## config.mk

```make
export PLATFORM = sky130hd
export DESIGN_NAME = id_counter_dco
export DESIGN_NICKNAME = d
export VERILOG_FILES = /design/src/rtl/dpll_pkg.sv /design/src/rtl/pulse_divider.sv /design/src/rtl/id_counter_dco.sv
export SDC_FILE = /design/constraint.sdc
export NUM_CORES = 1
export LEC_CHECK = 0
export CORE_AREA = 2 2 39 41
export CTS_BUF_LIST = sky130_fd_sc_hd__clkbuf_4
export CTS_CLUSTER_DIAMETER = 60
export CTS_CLUSTER_SIZE = 14
export DETAILED_ROUTE_END_ITERATION = 12
export DIE_AREA = 0 0 41 43
export GPL_ROUTABILITY_DRIVEN = 0
export PLACE_DENSITY = 0.65
export SYNTH_ARGS = -nofsm -noshare
export SYNTH_HDL_FRONTEND = slang
export SYNTH_SLANG_ARGS = --single-unit
```

## constraint.sdc

```tcl
create_clock -name clk_i -period 1.7 [get_ports clk_i]
set_input_delay 0.34 -clock clk_i [delete_from_list [all_inputs] [get_ports clk_i]]
set_output_delay 0.34 -clock clk_i [all_outputs]
set_load 0.05 [all_outputs]
```

## src/rtl/dpll_pkg.sv

```systemverilog
// dpll_pkg: shared types and defaults for the DPLL ID counter and divider
package dpll_pkg;
  typedef enum logic {PH_A, PH_B} phase_t;
  typedef enum logic [1:0] {PEND_NONE, PEND_ADD, PEND_DEL} pend_t;
  localparam int DIV_N_DEF = 16;
endpackage

```

## src/rtl/pulse_divider.sv

```systemverilog
// pulse_divider: divides the adjusted pulse stream down to the recovered clock
module pulse_divider
  import dpll_pkg::*;
#(
  parameter int DIV_N = DIV_N_DEF
) (
  input  logic clk_i,
  input  logic reset_i,
  input  logic pulse_i,
  output logic recClk_o,
  output logic wrapTick_o
);
  localparam int CNT_W = $clog2(DIV_N);
  localparam logic [CNT_W-1:0] LAST = CNT_W'(DIV_N - 1);
  localparam logic [CNT_W-1:0] HALF = CNT_W'(DIV_N / 2);
  logic [CNT_W-1:0] cnt_q, cnt_d;
  logic wrap_d, rec_d;
  always_comb begin
    wrap_d = pulse_i && (cnt_q == LAST);
    cnt_d  = wrap_d ? '0 : cnt_q + CNT_W'(pulse_i);
    rec_d  = cnt_d >= HALF;
  end
  always_ff @(posedge clk_i or negedge reset_i) begin
    if (!reset_i) begin
      cnt_q      <= '0;
      recClk_o   <= 1'b0;
      wrapTick_o <= 1'b0;
    end else begin
      cnt_q      <= cnt_d;
      recClk_o   <= rec_d;
      wrapTick_o <= wrap_d;
    end
  end
endmodule

```

## src/rtl/id_counter_dco.sv

```systemverilog
// id_counter_dco: ID counter inserting/deleting f_clk/2 pulses on carry/borrow,
// followed by a divide-by-DIV_N producing the recovered clock
module id_counter_dco
  import dpll_pkg::*;
#(
  parameter int DIV_N = DIV_N_DEF
) (
  input  logic clk_i,
  input  logic reset_i,
  input  logic carry_i,
  input  logic borrow_i,
  output logic idPulse_o,
  output logic recClk_o,
  output logic wrapTick_o,
  output logic addDone_o,
  output logic delDone_o,
  output logic dropped_o
);
  phase_t phase_q, phase_d;
  pend_t pend_q, pend_d, pend_c;
  logic add_hit, del_hit, carry_only, borrow_only;
  logic id_d, drop_d;
  always_comb begin
    add_hit     = (phase_q == PH_A) && (pend_q == PEND_ADD);
    del_hit     = (phase_q == PH_B) && (pend_q == PEND_DEL);
    id_d        = add_hit || ((phase_q == PH_B) && !del_hit);
    phase_d     = (phase_q == PH_A) ? PH_B : PH_A;
    // new requests see the pending slot after this edge's consumption
    pend_c      = (add_hit || del_hit) ? PEND_NONE : pend_q;
    carry_only  = carry_i && !borrow_i;
    borrow_only = borrow_i && !carry_i;
    drop_d      = (carry_only && pend_c == PEND_ADD) || (borrow_only && pend_c == PEND_DEL);
    pend_d      = carry_only  ? ((pend_c == PEND_DEL) ? PEND_NONE : PEND_ADD) :
                  borrow_only ? ((pend_c == PEND_ADD) ? PEND_NONE : PEND_DEL) : pend_c;
  end
  always_ff @(posedge clk_i or negedge reset_i) begin
    if (!reset_i) begin
      phase_q   <= PH_A;
      pend_q    <= PEND_NONE;
      idPulse_o <= 1'b0;
      addDone_o <= 1'b0;
      delDone_o <= 1'b0;
      dropped_o <= 1'b0;
    end else begin
      phase_q   <= phase_d;
      pend_q    <= pend_d;
      idPulse_o <= id_d;
      addDone_o <= add_hit;
      delDone_o <= del_hit;
      dropped_o <= drop_d;
    end
  end
  pulse_divider #(.DIV_N(DIV_N)) u_div (
    .clk_i     (clk_i),
    .reset_i   (reset_i),
    .pulse_i   (idPulse_o),
    .recClk_o  (recClk_o),
    .wrapTick_o(wrapTick_o)
  );
endmodule

```

==> results by group, run 1 <==
Drt
  – DR vias: 356
  – WL final: 765 µm
  – DRC: 0
  – Pre-antenna DRT Iters: 4
  – ANT nets after route: 0
  – Iteration-0 DRC count of the detailed router: 3
  – Vias per inst: 4.877
  – DR WL/cell: 10.48 µm

Timing
  – Slew margin rel.: 0.6480
  – Setup TNS: 0 ns
  – Final setup vio count: 0
  – Tmin final: 1.247 ns
  – Fin crit share: 0.7337
  – RSZ-0062 raised after global routing: no
  – Final Hold Fails: 0
  – Post-Route Skew: 0.004187 ns
  – Worst-Margin Slew: 0.5264 ns
  – Final slew viol count: 0
  – Fmax: 0.8017 GHz

Job
  – MaxCap Viol Count: 0

Logic synthesis
  – Syn. warnings: 0
  – Post-synth cell types: 17
  – Avg Cell Area, Syn: 11.09 µm²
  – Sequential share of the synthesized area: 0.6015
  – Cell area after synthesis: 499.2 µm²
  – Top_reg_cell synth: dfrtp_1
  – Post-synth EDFFs: 0
  – Flip-flop and latch count after synthesis: 12
  – Syn Inst Count: 45
  – Post-synthesis async set-or-reset flop share: 1.000
  – Net count after synthesis: 51

Placed design
  – Hpwl dp: 574.7 µm
  – Port buffer count: 9
  – Dpl cell area: 594.3 µm²

Clock network
  – TritonCTS clock tree: done
  – # clock sinks: 12
  – Clock transition at the registers of the reported paths: 0.07 ns
  – Worst skew pair latency: 0.26 ns
  – CTS Root Cell: clkbuf_4
  – CTS buffer count: 3
  – Htree depth: 1
  – Worst-case clock buffer depth: 2
  – # hold bufs at CTS: 0
  – Post-CTS setup buffer count: 0
  – Resize count post-CTS: 0

Finish
  – Multi-input gate area: 183.9 µm²
  – Fillers: 136
  – Area delta synth->final: 23.56%
  – Layout cells sized above 1: 0.1754
  – N_diodes: 0
  – Layout Utilization: 0.4458
  – FF+latch area: 300.3 µm²
  – Final instance area: 616.8 µm²
  – Nets: 65

Floorplan
  – IO Count: 10
  – Core footprint: 1384 µm²
  – Die area: 1763 µm²
  – Die Y: 43 µm
  – Starting density of the core: 0.3608
  – Die W: 41 µm
  – Number of placement rows: 14

Global routing
  – First-pass GRT wire length: 1324 µm
  – GRT overflow: 0
  – Initial antenna violation count: 0
  – Largest net degree at the start of global routing: 13
  – Overall Global Routing Usage: 0.1171
  – Vias in the first global route: 344

Worst setup path
  – Worst r2r dst: u_div.cnt_q[1]
  – Crit-path cells: buf_4
  – Worst path max stage delay: 0.42 ns
  – WP data required: 1.36 ns
  – Crit path max fanout: 5
  – Crit start category: register
  – Critical path's slowest cell: dfrtp_1
  – Reg-to-reg setup timing slack: 0.52 ns
  – R2R cell count: 3
  – Top delay family on crit path: flip-flops
  – CP endpoint kind: primary output
  – WP data arrival: 0.91 ns
  – WP buf/inv: 1
  – Crit Path Category: register to primary output
  – Reg-to-Reg Start: idPulse_o

Power and ir drop
  – PD cells: 1260 nW/µm²
  – Worst ir drop on vdd: 0.5741 mV
  – Leak: 0.0003030 µW

Worst hold path
  – Hold Path Class: input pin to async pin

Outcome
  – Outcome: finished clean
## sequential cells by signal, indices dropped and copies added, names as in the netlist
register and flops:
addDone_o 1, delDone_o 1, dropped_o 1, idPulse_o 1, pend_q 2, phase_q 1
u_div.cnt_q 4, u_div.wrapTick_o 1
## metrics by stage
step                      hold WS [ns]  setup slack (ns)  total power, µW  std cells
after floorplan                0.04441            0.3129            544.4         45
final                           0.4186            0.4527            777.5         73
after global placement          0.4759            0.3784            612.1         70
after detailed placement        0.4818            0.3397            616.7         70
after CTS                       0.4323            0.4489            788.5         73
after global routing            0.4632            0.4057            842.5         73
## cell families (layout without fill, tap and decap cells)
| family | after synthesis | in the layout | synth area share |
|---|---|---|---|
| DFF | 12 | 12 | 0.6015 |
| adders and majority gates | 2 | 2 | 0.05012 |
| AOI/OAI and AO/OA | 10 | 10 | 0.1379 |
| buffers and inverters | 4 | 16 | 0.03007 |
| and+or+nand+nor | 17 | 17 | 0.1805 |
## per-layer routing
| metal | wire length (µm) | part of all wire | GRT usage |
|---|---|---|---|
| met5 | 0 | 0 | 0 |
| met3 | 41 | 0.054 | 0.06283 |
| met2 | 371 | 0.48 | 0.1625 |
| met1 | 351 | 0.46 | 0.1414 |
| met4 | 0 | 0 | 0.06000 |
## cell type report
| cell class | instances | share of cell area |
|---|---|---|
| timing repair buffer | 9 | 0.1217 |
| multi-input combinational | 29 | 0.2982 |
| clock buffer | 3 | 0.03651 |
| tap | 16 | 0.03245 |
| sequential | 12 | 0.4868 |
| inverter | 4 | 0.02434 |
## layout by cell type, fill, tap and decap left out, types with 2 or more instances in the layout
cell and count:
dfrtp_1 12, buf_4 6, inv_1 4, o21ai_0 4, nand2_1 3, nand2b_1 3
nor2_1 3, nor2b_1 3, clkbuf_4 3, clkdlybuf4s50_1 3, nand3_1 2, a21oi_1 2
ha_1 2
## how the worst max path moves through the flow
stage                          from             end  cells past startpoint  slack [ns]
final                     idPulse_o       idPulse_o                      1        0.45
after detailed placement   borrow_i       pend_q[1]                      4        0.34
after floorplan           idPulse_o  u_div.cnt_q[1]                      3        0.31
after CTS                 idPulse_o       idPulse_o                      1        0.45
after global routing      idPulse_o       idPulse_o                      1        0.41
after global placement     borrow_i       pend_q[1]                      4        0.38
## worst reg2reg max path, cell delays in order, from the launching register on
cell	delay [ns]
dfrtp_1	0.43
ha_1	0.25
ha_1	0.27
nor2b_1	0.12
## where the power goes
group	switching (µW)	total (µW)	internal [µW]
Combinational	127	209	82.2
Clock	86.1	168	81.8
Sequential	56.0	401	345
## cells in the mapped netlist, types with 2 or more instances
library cell,n,area share
o21ai_0,4,0.040
nor2b_1,3,0.038
nand3_1,2,0.020
nand2_1,3,0.023
inv_1,4,0.030
a21oi_1,2,0.020
nor2_1,3,0.023
ha_1,2,0.050
dfrtp_1,12,0.60
nand2b_1,3,0.038
No activity file was read; power rests on OpenSTA's default activity.
==> run 2: changes to the inputs <==
--- a/config.mk
+++ b/config.mk
@@ -12,7 +12,7 @@
 export DETAILED_ROUTE_END_ITERATION = 12
 export DIE_AREA = 0 0 41 43
 export GPL_ROUTABILITY_DRIVEN = 0
-export PLACE_DENSITY = 0.65
+export PLACE_DENSITY = 0.68
 export SYNTH_ARGS = -nofsm -noshare
 export SYNTH_HDL_FRONTEND = slang
 export SYNTH_SLANG_ARGS = --single-unit
==> constraint.sdc (replaced) <==
create_clock -name clk_i -period 1.02 [get_ports clk_i]
set_input_delay 0.204 -clock clk_i [delete_from_list [all_inputs] [get_ports clk_i]]
set_output_delay 0.204 -clock clk_i [all_outputs]
set_load 0.05 [all_outputs]
==> results by group, run 2 (synthesized netlist as in run 1, its figures left out) <==
Drt
  – WL final: 996 µm
  – Pre-antenna DRT Iters: 1
  – DRC: 0
  – DR vias: 398
  – DR WL/cell: 12.00 µm
  – ANT nets after route: 0
  – Iteration-0 DRC count of the detailed router: 0
  – Vias per inst: 4.795

Timing
  – RSZ-0062 raised after global routing: yes
  – Worst-Margin Slew: 0.1763 ns
  – Final Hold Fails: 0
  – Post-Route Skew: 0.004066 ns
  – Final slew viol count: 0
  – Tmin final: 1.152 ns
  – Setup WS post-layout: -0.1319 ns
  – Final setup vio count: 9
  – Slew margin rel.: 0.8817
  – Hold Slack: 0.2299 ns
  – Fin crit share: 1.129
  – Fmax: 0.8681 GHz

Finish
  – Area delta synth->final: 61.40%
  – N_diodes: 0
  – Flip-flop count of the largest register after layout: 4
  – Nets: 74
  – Most frequent cells in the layout: 10 x dfrtp_1, 8 x buf_4, 6 x buf_12
  – Layout cells sized above 1: 0.4030
  – Fillers: 121
  – Largest registers: u_div.cnt_q (4), pend_q (2)
  – Biggest register: u_div.cnt_q
  – Layout Utilization: 0.5823
  – Final Non-Filler Cells: 83
  – Most common cell after layout, fill and taps aside: dfrtp_1

Outcome
  – Outcome: finished, violations left
  – Failing checks: negative setup slack

Worst setup path
  – Crit start category: register
  – WP data arrival: 1.35 ns
  – Crit Path Category: register to register
  – WP data required: 1.22 ns
  – Crit path max fanout: 3
  – CP endpoint kind: register

Clock network
  – Worst-case clock buffer depth: 2
  – TritonCTS clock tree: done
  – CTS buffer count: 3
  – # hold bufs at CTS: 0
  – Worst skew pair latency: 0.27 ns
  – Htree depth: 1
  – # clock sinks: 12
  – CTS Root Cell: clkbuf_4
  – Clock transition at the registers of the reported paths: 0.08 ns

Power and ir drop
  – Leak: 0.0003669 µW
  – Worst ir drop on vdd: 1.100 mV
  – Power Internal: 1039 µW
  – Sw Pwr: 559.9 µW
  – Total power: 1599 µW
  – Comb power frac: 0.389
  – Sequential share of power: 0.428
  – PD cells: 1985 nW/µm²
  – Clock power share: 0.184
  – Net Sw Frac: 0.3501

Placed design
  – Placed insts: 76
  – Pre-CTS WS: -0.1764 ns
  – Hpwl dp: 656.1 µm
  – Port buffer count: 9

Floorplan
  – Die W: 41 µm
  – Die Y: 43 µm
  – Starting density of the core: 0.3608
  – Number of placement rows: 14
  – Core footprint: 1384 µm²
  – IO Count: 10
  – Die area: 1763 µm²

Global routing
  – GRT overflow: 0
  – Initial antenna violation count: 0
  – Overall Global Routing Usage: 0.1426
  – First-pass GRT wire length: 1635 µm
  – Vias in the first global route: 396
  – Largest net degree at the start of global routing: 13

Job
  – MaxCap Viol Count: 0

Worst hold path
  – Hold Path Class: input pin to async pin
[run 2: cell types whose count changed in the layout (fill, tap and decap cells not counted), sizes merged]
cell,change
buf,+9
clkinv,+1
[run 2: power groups by stage]
| stage | combinational (µW) | clock, µW | sequential [µW] |
|---|---|---|---|
| 6_report | 622 | 293 | 684 |
| 5_1_grt | 684 | 336 | 696 |
| 4_1_cts | 587 | 307 | 682 |
| 3_5_place_dp | 532 | 0 | 702 |
| 3_3_place_gp | 514 | 0 | 697 |
| 2_1_floorplan | 168 | 0 | 791 |
[run 2: area by class of cell]
| class | instances | area (µm²) | area share |
|---|---|---|---|
| timing repair buffer | 18 | 221.5 | 0.2748 |
| tap | 16 | 20.02 | 0.02484 |
| clock buffer | 3 | 22.52 | 0.02795 |
| inverter | 4 | 15.01 | 0.01863 |
| sequential | 12 | 302.8 | 0.3758 |
| clock inverter | 1 | 3.754 | 0.004658 |
| multi-input combinational | 29 | 220.2 | 0.2733 |
[run 2: metrics by stage]
stage	setup TNS [ns]	instance area (µm²)
2_1_floorplan	-0.3269	526.8
3_3_place_gp	-0.3554	742.0
3_5_place_dp	-0.4935	742.0
4_1_cts	-0.4849	794.5
5_1_grt	-0.7867	805.8
6_report	-0.4669	805.8
[run 2: worst paths after layout]
kind / startpoint / end / slack, ns / cells after the start
max reg2reg: idPulse_o / u_div.cnt_q[1] / -0.13 / 4
min in group clk_i: u_div.cnt_q[2] / u_div.cnt_q[2] / 0.49 / 1
max in group asynchronous: reset_i / idPulse_o / 0.62 / 2
max: idPulse_o / u_div.cnt_q[1] / -0.13 / 4
min: reset_i / u_div.wrapTick_o / 0.23 / 2
min reg2reg: u_div.cnt_q[2] / u_div.cnt_q[2] / 0.49 / 1
[run 2: worst max-delay path, stage by stage, from the launching register on]
cell	delay [ns]
dfrtp_2	0.41
buf_4	0.14
ha_4	0.17
ha_4	0.25
nor2b_1	0.11
[run 2: routing by layer]
| layer | vias to the layer above | track usage | wire [µm] |
|---|---|---|---|
| li1 | 198 | - | - |
| met2 | 7 | 0.2406 | 581 |
| met1 | 193 | 0.1515 | 377 |
| met3 | 0 | 0.03141 | 37 |
| met4 | 0 | 0.08000 | 0 |
| met5 | - | 0 | 0 |
[run 2: what timing repair did]
item	in CTS	in global routing
setup endpoints to repair	7	10
setup buffers	3	0
pin swaps	0	0
resized for setup	1	4
==> run 3: changes to the inputs <==
--- a/config.mk
+++ b/config.mk
@@ -5,6 +5,7 @@
 export SDC_FILE = /design/constraint.sdc
 export NUM_CORES = 1
 export LEC_CHECK = 0
+export CAP_MARGIN = 30
 export CORE_AREA = 2 2 39 41
 export CTS_BUF_LIST = sky130_fd_sc_hd__clkbuf_4
 export CTS_CLUSTER_DIAMETER = 60
==> results of run 3 <==
No change in the layout: final DEF, timing and power equal those of run 2.
